[config.mk]
export PLATFORM = sky130hd
export DESIGN_NAME = skip_fetch_unit_flat
export DESIGN_NICKNAME = d
export VERILOG_FILES = /design/src/rtl/skip_fetch_unit_pkg.sv /design/src/rtl/skip_fetch_unit_if.sv /design/src/rtl/skip_fetch_unit_cam.sv /design/src/rtl/skip_fetch_unit.sv /design/src/flat_wrapper.sv
export SDC_FILE = /design/constraint.sdc
export NUM_CORES = 2
export LEC_CHECK = 0
export ABC_AREA = 1
export CAP_MARGIN = 20
export CORE_AREA = 2 2 345 347
export DETAILED_ROUTE_END_ITERATION = 6
export DIE_AREA = 0 0 347 349
export SETUP_SLACK_MARGIN = 0.3
export SYNTH_ARGS = -nofsm -noshare
export SYNTH_HDL_FRONTEND = slang
export SYNTH_HIERARCHICAL = 1
export SYNTH_SLANG_ARGS = --single-unit
[constraint.sdc]
create_clock -name ClockIn -period 23.2 [get_ports ClockIn]
set_clock_uncertainty 0.15 [all_clocks]
set_input_delay 4.64 -clock ClockIn [delete_from_list [all_inputs] [get_ports ClockIn]]
set_output_delay 4.64 -clock ClockIn [all_outputs]
set_load 0.005 [all_outputs]
[src/rtl/skip_fetch_unit_pkg.sv]
// Shared types and constants for the skip-fetch stage: table entry layouts,
// reset defaults, the bus block index of the skip table and field offsets.
package VSTypes;

    localparam int SKIP_ADDR_W  = 32;
    localparam int SKIP_COUNT_W = 8;

    localparam logic [31:0] SkipTableBlockIdx = 32'h0000_0100;

    localparam logic [1:0] SKIP_OFS_MATCH  = 2'd0;
    localparam logic [1:0] SKIP_OFS_CTRL   = 2'd1;
    localparam logic [1:0] SKIP_OFS_TARGET = 2'd2;
    localparam logic [1:0] SKIP_OFS_LIMIT  = 2'd3;

    typedef struct packed {
        logic [SKIP_ADDR_W-1:0]  match_pc;
        logic                    valid;
        logic [SKIP_ADDR_W-1:0]  target_pc;
        logic [SKIP_COUNT_W-1:0] limit;
    } SkipTableEntryType;

    typedef struct packed {
        logic [SKIP_COUNT_W-1:0] count;
    } SkipStatusTableEntryType;

    localparam SkipTableEntryType       SkipTableEntryDefault = '0;
    localparam SkipStatusTableEntryType SkipStatusDefault     = '0;

endpackage

[src/rtl/skip_fetch_unit_if.sv]
// Lookup and table-programming signals of the skip-fetch stage; master drives
// predicted PCs and writes, slave returns the registered next-PC result.
interface skip_fetch_unit_if #(
    parameter int ADDR_WIDTH = 32
);
    logic [ADDR_WIDTH-1:0] PredictedPCIn;
    logic                  PCValidIn;
    logic                  StallIn;
    logic [ADDR_WIDTH-1:0] NextPCOut;
    logic                  NextPCValidOut;
    logic                  HitOut;
    logic                  SkipTakenOut;
    logic                  WriteEnIn;
    logic [ADDR_WIDTH-1:0] WriteAddressIn;
    logic [ADDR_WIDTH-1:0] WriteDataIn;

    modport master (
        output PredictedPCIn, PCValidIn, StallIn,
        output WriteEnIn, WriteAddressIn, WriteDataIn,
        input  NextPCOut, NextPCValidOut, HitOut, SkipTakenOut
    );

    modport slave (
        input  PredictedPCIn, PCValidIn, StallIn,
        input  WriteEnIn, WriteAddressIn, WriteDataIn,
        output NextPCOut, NextPCValidOut, HitOut, SkipTakenOut
    );
endinterface

[src/rtl/skip_fetch_unit_cam.sv]
// Combinational CAM compare of one PC against all table entries, with the
// lowest matching index winning.
module skip_cam_match #(
    parameter int N     = 8,
    parameter int W     = 32,
    parameter int IDX_W = $clog2(N)
)(
    input  logic [N-1:0][W-1:0] match_pc,
    input  logic [N-1:0]        valid,
    input  logic [W-1:0]        pc,
    output logic                hit,
    output logic [IDX_W-1:0]    idx
);
    logic [N-1:0] hit_vec_s;

    // Match vector and priority encode; scanning downwards leaves the lowest hit.
    always_comb begin
        hit_vec_s = '0;
        idx       = '0;
        for (int i = N - 1; i >= 0; i--) begin
            hit_vec_s[i] = valid[i] && (match_pc[i] == pc);
            idx          = hit_vec_s[i] ? i[IDX_W-1:0] : idx;
        end
        hit = |hit_vec_s;
    end
endmodule

[src/rtl/skip_fetch_unit.sv]
// Skip-fetch stage: memory-mapped skip table, per-entry iteration counters and
// the registered next-fetch-PC output.
module skip_fetch_unit
    import VSTypes::*;
#(
    parameter int                    SKIP_TABLE_SIZE = 8,
    parameter int                    ADDR_WIDTH      = SKIP_ADDR_W,
    parameter int                    COUNT_WIDTH     = SKIP_COUNT_W,
    parameter logic [ADDR_WIDTH-1:0] TABLE_BLOCK_IDX = SkipTableBlockIdx
)(
    input logic              ClockIn,
    input logic              AsyncResetIn,
    skip_fetch_unit_if.slave bus
);
    localparam int IDX_W = $clog2(SKIP_TABLE_SIZE);
    localparam int BLK_W = ADDR_WIDTH - IDX_W - 2;

    SkipTableEntryType       table_r  [SKIP_TABLE_SIZE];
    SkipStatusTableEntryType status_r [SKIP_TABLE_SIZE];

    logic [SKIP_TABLE_SIZE-1:0][ADDR_WIDTH-1:0] match_pc_s;
    logic [SKIP_TABLE_SIZE-1:0]                 valid_s;
    logic                    hit_s;
    logic [IDX_W-1:0]        hit_idx_s;
    logic                    skip_s;
    logic [ADDR_WIDTH-1:0]   next_pc_s;
    logic                    lookup_s;
    logic                    wr_hit_s;
    logic                    wr_clr_s;
    logic [IDX_W-1:0]        wr_idx_s;
    logic [1:0]              wr_ofs_s;

    logic [ADDR_WIDTH-1:0]   next_pc_r;
    logic                    next_valid_r;
    logic                    hit_r;
    logic                    skip_r;

    // Flatten the table into the CAM compare inputs.
    always_comb begin
        match_pc_s = '0;
        valid_s    = '0;
        for (int i = 0; i < SKIP_TABLE_SIZE; i++) begin
            match_pc_s[i] = table_r[i].match_pc;
            valid_s[i]    = table_r[i].valid;
        end
    end

    skip_cam_match #(
        .N     (SKIP_TABLE_SIZE),
        .W     (ADDR_WIDTH),
        .IDX_W (IDX_W)
    ) u_cam (
        .match_pc (match_pc_s),
        .valid    (valid_s),
        .pc       (bus.PredictedPCIn),
        .hit      (hit_s),
        .idx      (hit_idx_s)
    );

    assign lookup_s = bus.PCValidIn && !bus.StallIn;
    assign wr_hit_s = bus.WriteEnIn &&
                      (bus.WriteAddressIn[ADDR_WIDTH-1:IDX_W+2] == TABLE_BLOCK_IDX[BLK_W-1:0]);
    assign wr_idx_s = bus.WriteAddressIn[IDX_W+1:2];
    assign wr_ofs_s = bus.WriteAddressIn[1:0];
    assign wr_clr_s = wr_hit_s && ((wr_ofs_s == SKIP_OFS_CTRL) || (wr_ofs_s == SKIP_OFS_LIMIT));

    // Redirect decision from the pre-write table state.
    always_comb begin
        if (hit_s && (status_r[hit_idx_s].count < table_r[hit_idx_s].limit)) begin
            skip_s    = 1'b1;
            next_pc_s = table_r[hit_idx_s].target_pc;
        end else begin
            skip_s    = 1'b0;
            next_pc_s = bus.PredictedPCIn;
        end
    end

    // Table field writes from the word-write bus.
    always_ff @(posedge ClockIn or posedge AsyncResetIn) begin
        if (AsyncResetIn) begin
            for (int i = 0; i < SKIP_TABLE_SIZE; i++) table_r[i] <= SkipTableEntryDefault;
        end else if (wr_hit_s) begin
            case (wr_ofs_s)
                SKIP_OFS_MATCH:  table_r[wr_idx_s].match_pc  <= bus.WriteDataIn;
                SKIP_OFS_CTRL:   table_r[wr_idx_s].valid     <= bus.WriteDataIn[ADDR_WIDTH-1];
                SKIP_OFS_TARGET: table_r[wr_idx_s].target_pc <= bus.WriteDataIn;
                SKIP_OFS_LIMIT:  table_r[wr_idx_s].limit     <= bus.WriteDataIn[COUNT_WIDTH-1:0];
                default:         table_r[wr_idx_s]           <= table_r[wr_idx_s];
            endcase
        end
    end

    // Iteration counters; a control/limit write clear outranks the lookup update.
    always_ff @(posedge ClockIn or posedge AsyncResetIn) begin
        if (AsyncResetIn) begin
            for (int i = 0; i < SKIP_TABLE_SIZE; i++) status_r[i] <= SkipStatusDefault;
        end else begin
            for (int i = 0; i < SKIP_TABLE_SIZE; i++) begin
                if (wr_clr_s && (wr_idx_s == IDX_W'(i))) begin
                    status_r[i].count <= '0;
                end else if (lookup_s && hit_s && (hit_idx_s == IDX_W'(i))) begin
                    status_r[i].count <= skip_s ? (status_r[i].count + COUNT_WIDTH'(1)) : '0;
                end
            end
        end
    end

    // Output register; stall freezes everything, an idle cycle keeps the PC.
    always_ff @(posedge ClockIn or posedge AsyncResetIn) begin
        if (AsyncResetIn) begin
            next_pc_r    <= '0;
            next_valid_r <= 1'b0;
            hit_r        <= 1'b0;
            skip_r       <= 1'b0;
        end else if (!bus.StallIn) begin
            if (bus.PCValidIn) begin
                next_pc_r    <= next_pc_s;
                next_valid_r <= 1'b1;
                hit_r        <= hit_s;
                skip_r       <= skip_s;
            end else begin
                next_valid_r <= 1'b0;
                hit_r        <= 1'b0;
                skip_r       <= 1'b0;
            end
        end
    end

    assign bus.NextPCOut      = next_pc_r;
    assign bus.NextPCValidOut = next_valid_r;
    assign bus.HitOut         = hit_r;
    assign bus.SkipTakenOut   = skip_r;
endmodule
[src/flat_wrapper.sv]
// flat-port wrapper written by rule: the top's interface ports become plain ports
module skip_fetch_unit_flat import VSTypes::*;
#(
    parameter int                    SKIP_TABLE_SIZE = 8,
    parameter int                    ADDR_WIDTH      = SKIP_ADDR_W,
    parameter int                    COUNT_WIDTH     = SKIP_COUNT_W,
    parameter logic [ADDR_WIDTH-1:0] TABLE_BLOCK_IDX = SkipTableBlockIdx
)
  (ClockIn, AsyncResetIn, bus_PredictedPCIn, bus_PCValidIn, bus_StallIn, bus_WriteEnIn, bus_WriteAddressIn, bus_WriteDataIn, bus_NextPCOut, bus_NextPCValidOut, bus_HitOut, bus_SkipTakenOut);
  skip_fetch_unit_if #(.ADDR_WIDTH(ADDR_WIDTH)) bus_i ();
  input logic ClockIn;
  input logic AsyncResetIn;
  input wire logic [$bits(bus_i.PredictedPCIn)-1:0] bus_PredictedPCIn;
  input wire logic [$bits(bus_i.PCValidIn)-1:0] bus_PCValidIn;
  input wire logic [$bits(bus_i.StallIn)-1:0] bus_StallIn;
  input wire logic [$bits(bus_i.WriteEnIn)-1:0] bus_WriteEnIn;
  input wire logic [$bits(bus_i.WriteAddressIn)-1:0] bus_WriteAddressIn;
  input wire logic [$bits(bus_i.WriteDataIn)-1:0] bus_WriteDataIn;
  output wire logic [$bits(bus_i.NextPCOut)-1:0] bus_NextPCOut;
  output wire logic [$bits(bus_i.NextPCValidOut)-1:0] bus_NextPCValidOut;
  output wire logic [$bits(bus_i.HitOut)-1:0] bus_HitOut;
  output wire logic [$bits(bus_i.SkipTakenOut)-1:0] bus_SkipTakenOut;
  assign bus_i.PredictedPCIn = bus_PredictedPCIn;
  assign bus_i.PCValidIn = bus_PCValidIn;
  assign bus_i.StallIn = bus_StallIn;
  assign bus_i.WriteEnIn = bus_WriteEnIn;
  assign bus_i.WriteAddressIn = bus_WriteAddressIn;
  assign bus_i.WriteDataIn = bus_WriteDataIn;
  assign bus_NextPCOut = bus_i.NextPCOut;
  assign bus_NextPCValidOut = bus_i.NextPCValidOut;
  assign bus_HitOut = bus_i.HitOut;
  assign bus_SkipTakenOut = bus_i.SkipTakenOut;
  skip_fetch_unit #(.SKIP_TABLE_SIZE(SKIP_TABLE_SIZE), .ADDR_WIDTH(ADDR_WIDTH), .COUNT_WIDTH(COUNT_WIDTH), .TABLE_BLOCK_IDX(TABLE_BLOCK_IDX)) u_core (.ClockIn(ClockIn), .AsyncResetIn(AsyncResetIn), .bus(bus_i));
endmodule
==> qor.csv <==
stage;metric;value;unit
logic_synthesis;syn_inst;4396;
worst_setup_path;crit_required;23.61;ns
logic_synthesis;synth_cell_types;53;
cells_and_area;multiInputGateArea;14500;µm²
routing;drc;0;
logic_synthesis;seq_area_frac_synth;48.99;%
sta;slew_violations;0;
logic_synthesis;synthArstFlopShare;100.0;%
cts;clkLatencyLatePin;0.65;ns
job;drv_cap;0;
logic_synthesis;yosysWarnings;6;
logic_synthesis;synth_edf_count;0;
grt;grt_pass1_wl;200400;µm
cts;cts_resized;0;
sta;final.setup.tns;0;ns
floorplan;initial_core_util;29.70;%
cts;cts_buffers;75;
hold_path;hold_path.class;reg2reg;
cts;ctsRootBufferMaster;clkbuf_16;
sta;max_slew_margin;27.85;%
routing;first_iter_violations;4126;
placement;dp_hpwl;91290;µm
cts;path_clk_slew;0.06;ns
floorplan;dieWidth;347;µm
logic_synthesis;synth_simple_gate_area_share;19.54;%
logic_synthesis;syn_nets;4512;
routing;final_antenna_net_count;0;
placement;gp_congestion;1.013;
routing;wl;135700;µm
cells_and_area;regArea;17090;µm²
floorplan;die-area;121100;µm²
sta;fin_crit;12.51;ns
placement;port_buffers;135;
sta;hold_violations;0;
routing;drt-vias-per-instance;5.320;
cts;cts_buffer_depth;3;
cells_and_area;nets;4502;
placement;postPlaceCellArea;37470;µm²
routing;routedWlPerCell;22.69;µm
worst_setup_path;crit_type;in2reg;
cells_and_area;final_area;40120;µm²
sta;rsz0062_at_grt;false;
power_and_ir_drop;vdd.ir_drop.worst;0.05282;mV
cells_and_area;syn_to_final_growth;15.00;%
cells_and_area;layout_commonest_cell;nand2_1;
worst_setup_path;worstPathMaxFanout;68;
logic_synthesis;synth_compound_area_share;17.47;%
grt;grt_util_all_layers;21.94;%
sta;clock.fmax;79.92;MHz
floorplan;core_area;117500;µm²
power_and_ir_drop;power_density;66.39;nW/µm²
routing;firstDrtPassIters;5;
sta;finalCritPeriodShare;53.93;%
grt;grt_max_degree;144;
cts;cts_setup_buffers;0;
cts;htreeDepth;3;
worst_setup_path;crit_path_end_kind;flip-flop;
grt;overflow;0;
logic_synthesis;ys_ff_latch;683;
cts;cts_tree;done;
floorplan;pin_count;136;
cts;cts_sinks;683;
logic_synthesis;synthAdderAreaFrac;0.5380;%
logic_synthesis;synth_top_family_by_area;simple AND/OR/NAND/NOR gates;
logic_synthesis;postSynthAreaPerCell;7.936;µm²
grt;grt_antenna_before_repair;6;
logic_synthesis;synth_top_flop_cell;dfrtp_1;
logic_synthesis;syn_area;34890;µm²
worst_setup_path;worstSetupStartpointType;primary input;
logic_synthesis;synth_xor_area_share;3.188;%
power_and_ir_drop;power_leakage;0.01969;µW
grt;first_global_vias;29645;
floorplan;die-height;349;µm
cells_and_area;drive_above_1_share;6.389;%
floorplan;rows;126;
sta;worst_pin_slew;1.082;ns
worst_setup_path;cp_data_arrival_time;12.93;ns
sta;setup_viol;0;
logic_synthesis;muxShareOfSynthArea;0.5451;%
cells_and_area;n_fill_cell;12152;
outcome;status;completed;
cts;ctsHoldBuffers;0;
routing;vias;31825;
cells_and_area;final_cell_mix;nand2_1 (1053), dfrtp_1 (683), o21ai_0 (623), inv_1 (539), nor2_1 (203);
==> synthesized netlist by cell type (all sizes together) (4+ instances only) <==
master   number  share of area, %
nor4          7              0.13
o211ai        5              0.11
o2111ai      17              0.43
or2          12              0.22
ha           15              0.54
a211oi        5              0.11
a221oi       12              0.30
nand4        73               1.6
nand2      1058                11
o22ai       141               2.5
xnor2        59               1.5
inv         576               6.2
nand3b        4             0.086
o21a          4             0.086
clkinv        7             0.075
a22oi        97               2.1
nor3         33              0.56
o32ai        11              0.28
mux2i        10              0.29
a22o         10              0.25
xor2         68               1.7
o21ai       653               9.4
a21oi       108               1.6
o31ai         8              0.17
clkbuf      186               2.0
nor2        216               2.4
dfrtp       683                49
nand3       206               3.1
buf          91               1.5
mux2          8              0.26
==> worst paths after layout <==
path | start | end | slack [ns] | cells past startpoint
max | bus_PredictedPCIn[28] | u_core/status_r[53] | 10.69 | 28
min | flip-flop | flip-flop | 0.33 | 2
max reg2reg | flip-flop | u_core/status_r[53] | 15.24 | 27
min reg2reg | flip-flop | flip-flop | 0.33 | 2
max in group asynchronous | AsyncResetIn | u_core/bus.NextPCValidOut | 15.51 | 5
min in group asynchronous | AsyncResetIn | async pin | 4.35 | 2
==> per-stage QoR <==
step	setup WS, ns	util (%)	instances	hold WS [ns]	total power [µW]
after floorplan	9.066	-	4396	0.2943	1311
after global placement	10.26	31.90	5844	0.3068	1401
after detailed placement	10.22	31.90	5844	0.3134	1401
after CTS	10.87	34.14	5980	0.3278	2681
after global routing	10.26	34.16	5981	0.3423	2744
final	10.69	34.16	5982	0.3261	2663
==> cell families (layout without fill, tap and decap cells) <==
kind of cell | count (synthesis) | in the layout
buffers and inverters | 860 | 909
multiplexers | 18 | 18
AO/OA/AOI/OAI | 1079 | 1079
AND/OR/NAND/NOR | 1614 | 1614
adder cells (fa/ha/maj) | 15 | 15
other | 0 | 1
flip-flops | 683 | 683
XOR/XNOR | 127 | 127
==> power by group <==
part | switching [µW] | internal, µW | leakage [µW]
clock network | 527 | 755 | 0.00131
registers | 6.24 | 1200 | 0.00879
logic | 125 | 51.6 | 0.00959
==> area by class of cell <==
cell class              instances  area share (%)
diodes                          1        0.006237
repair buffers                190           4.435
flip-flops and latches        683           42.60
clock buffers                 102           5.560
well taps                    1536           4.790
inverters                     583           5.464
clock inverters                34           1.001
multi-input cells            2853           36.14
==> worst max-delay path, cell delays in order <==
cell and delay (ns):
clkdlybuf4s50_1 0.74, xnor2_1 0.68, nand2_1 0.11, nor2_1 0.20, nand3_1 0.14, nor2_1 0.12
nand2_1 0.06, nand2_1 0.05, nand2_1 0.06, nand2_1 0.06, nand2_1 0.07, a21oi_2 0.69
nand2_1 0.68, inv_2 0.51, buf_4 0.80, nand2_1 0.13, o2111ai_1 0.12, nand2_1 0.07
o21ai_0 0.09, ha_1 0.27, a21oi_1 0.14, nor2_1 0.08, a211oi_4 0.14, buf_4 0.59
nand3_2 0.93, nor2_1 0.46, nand3_1 0.12, nand2_1 0.07
==> per-layer routing <==
| layer | up-vias | wire length [µm] | share of wire (%) | global-route usage, % |
|---|---|---|---|---|
| li1 | 14395 | - | - | - |
| met1 | 15609 | 57900 | 43 | 30.25 |
| met2 | 1529 | 60510 | 45 | 33.88 |
| met3 | 288 | 11310 | 8.3 | 3.912 |
| met4 | 4 | 5991 | 4.4 | 9.157 |
| met5 | - | 27 | 0.020 | 0 |
(Power assumes the default switching activity.)
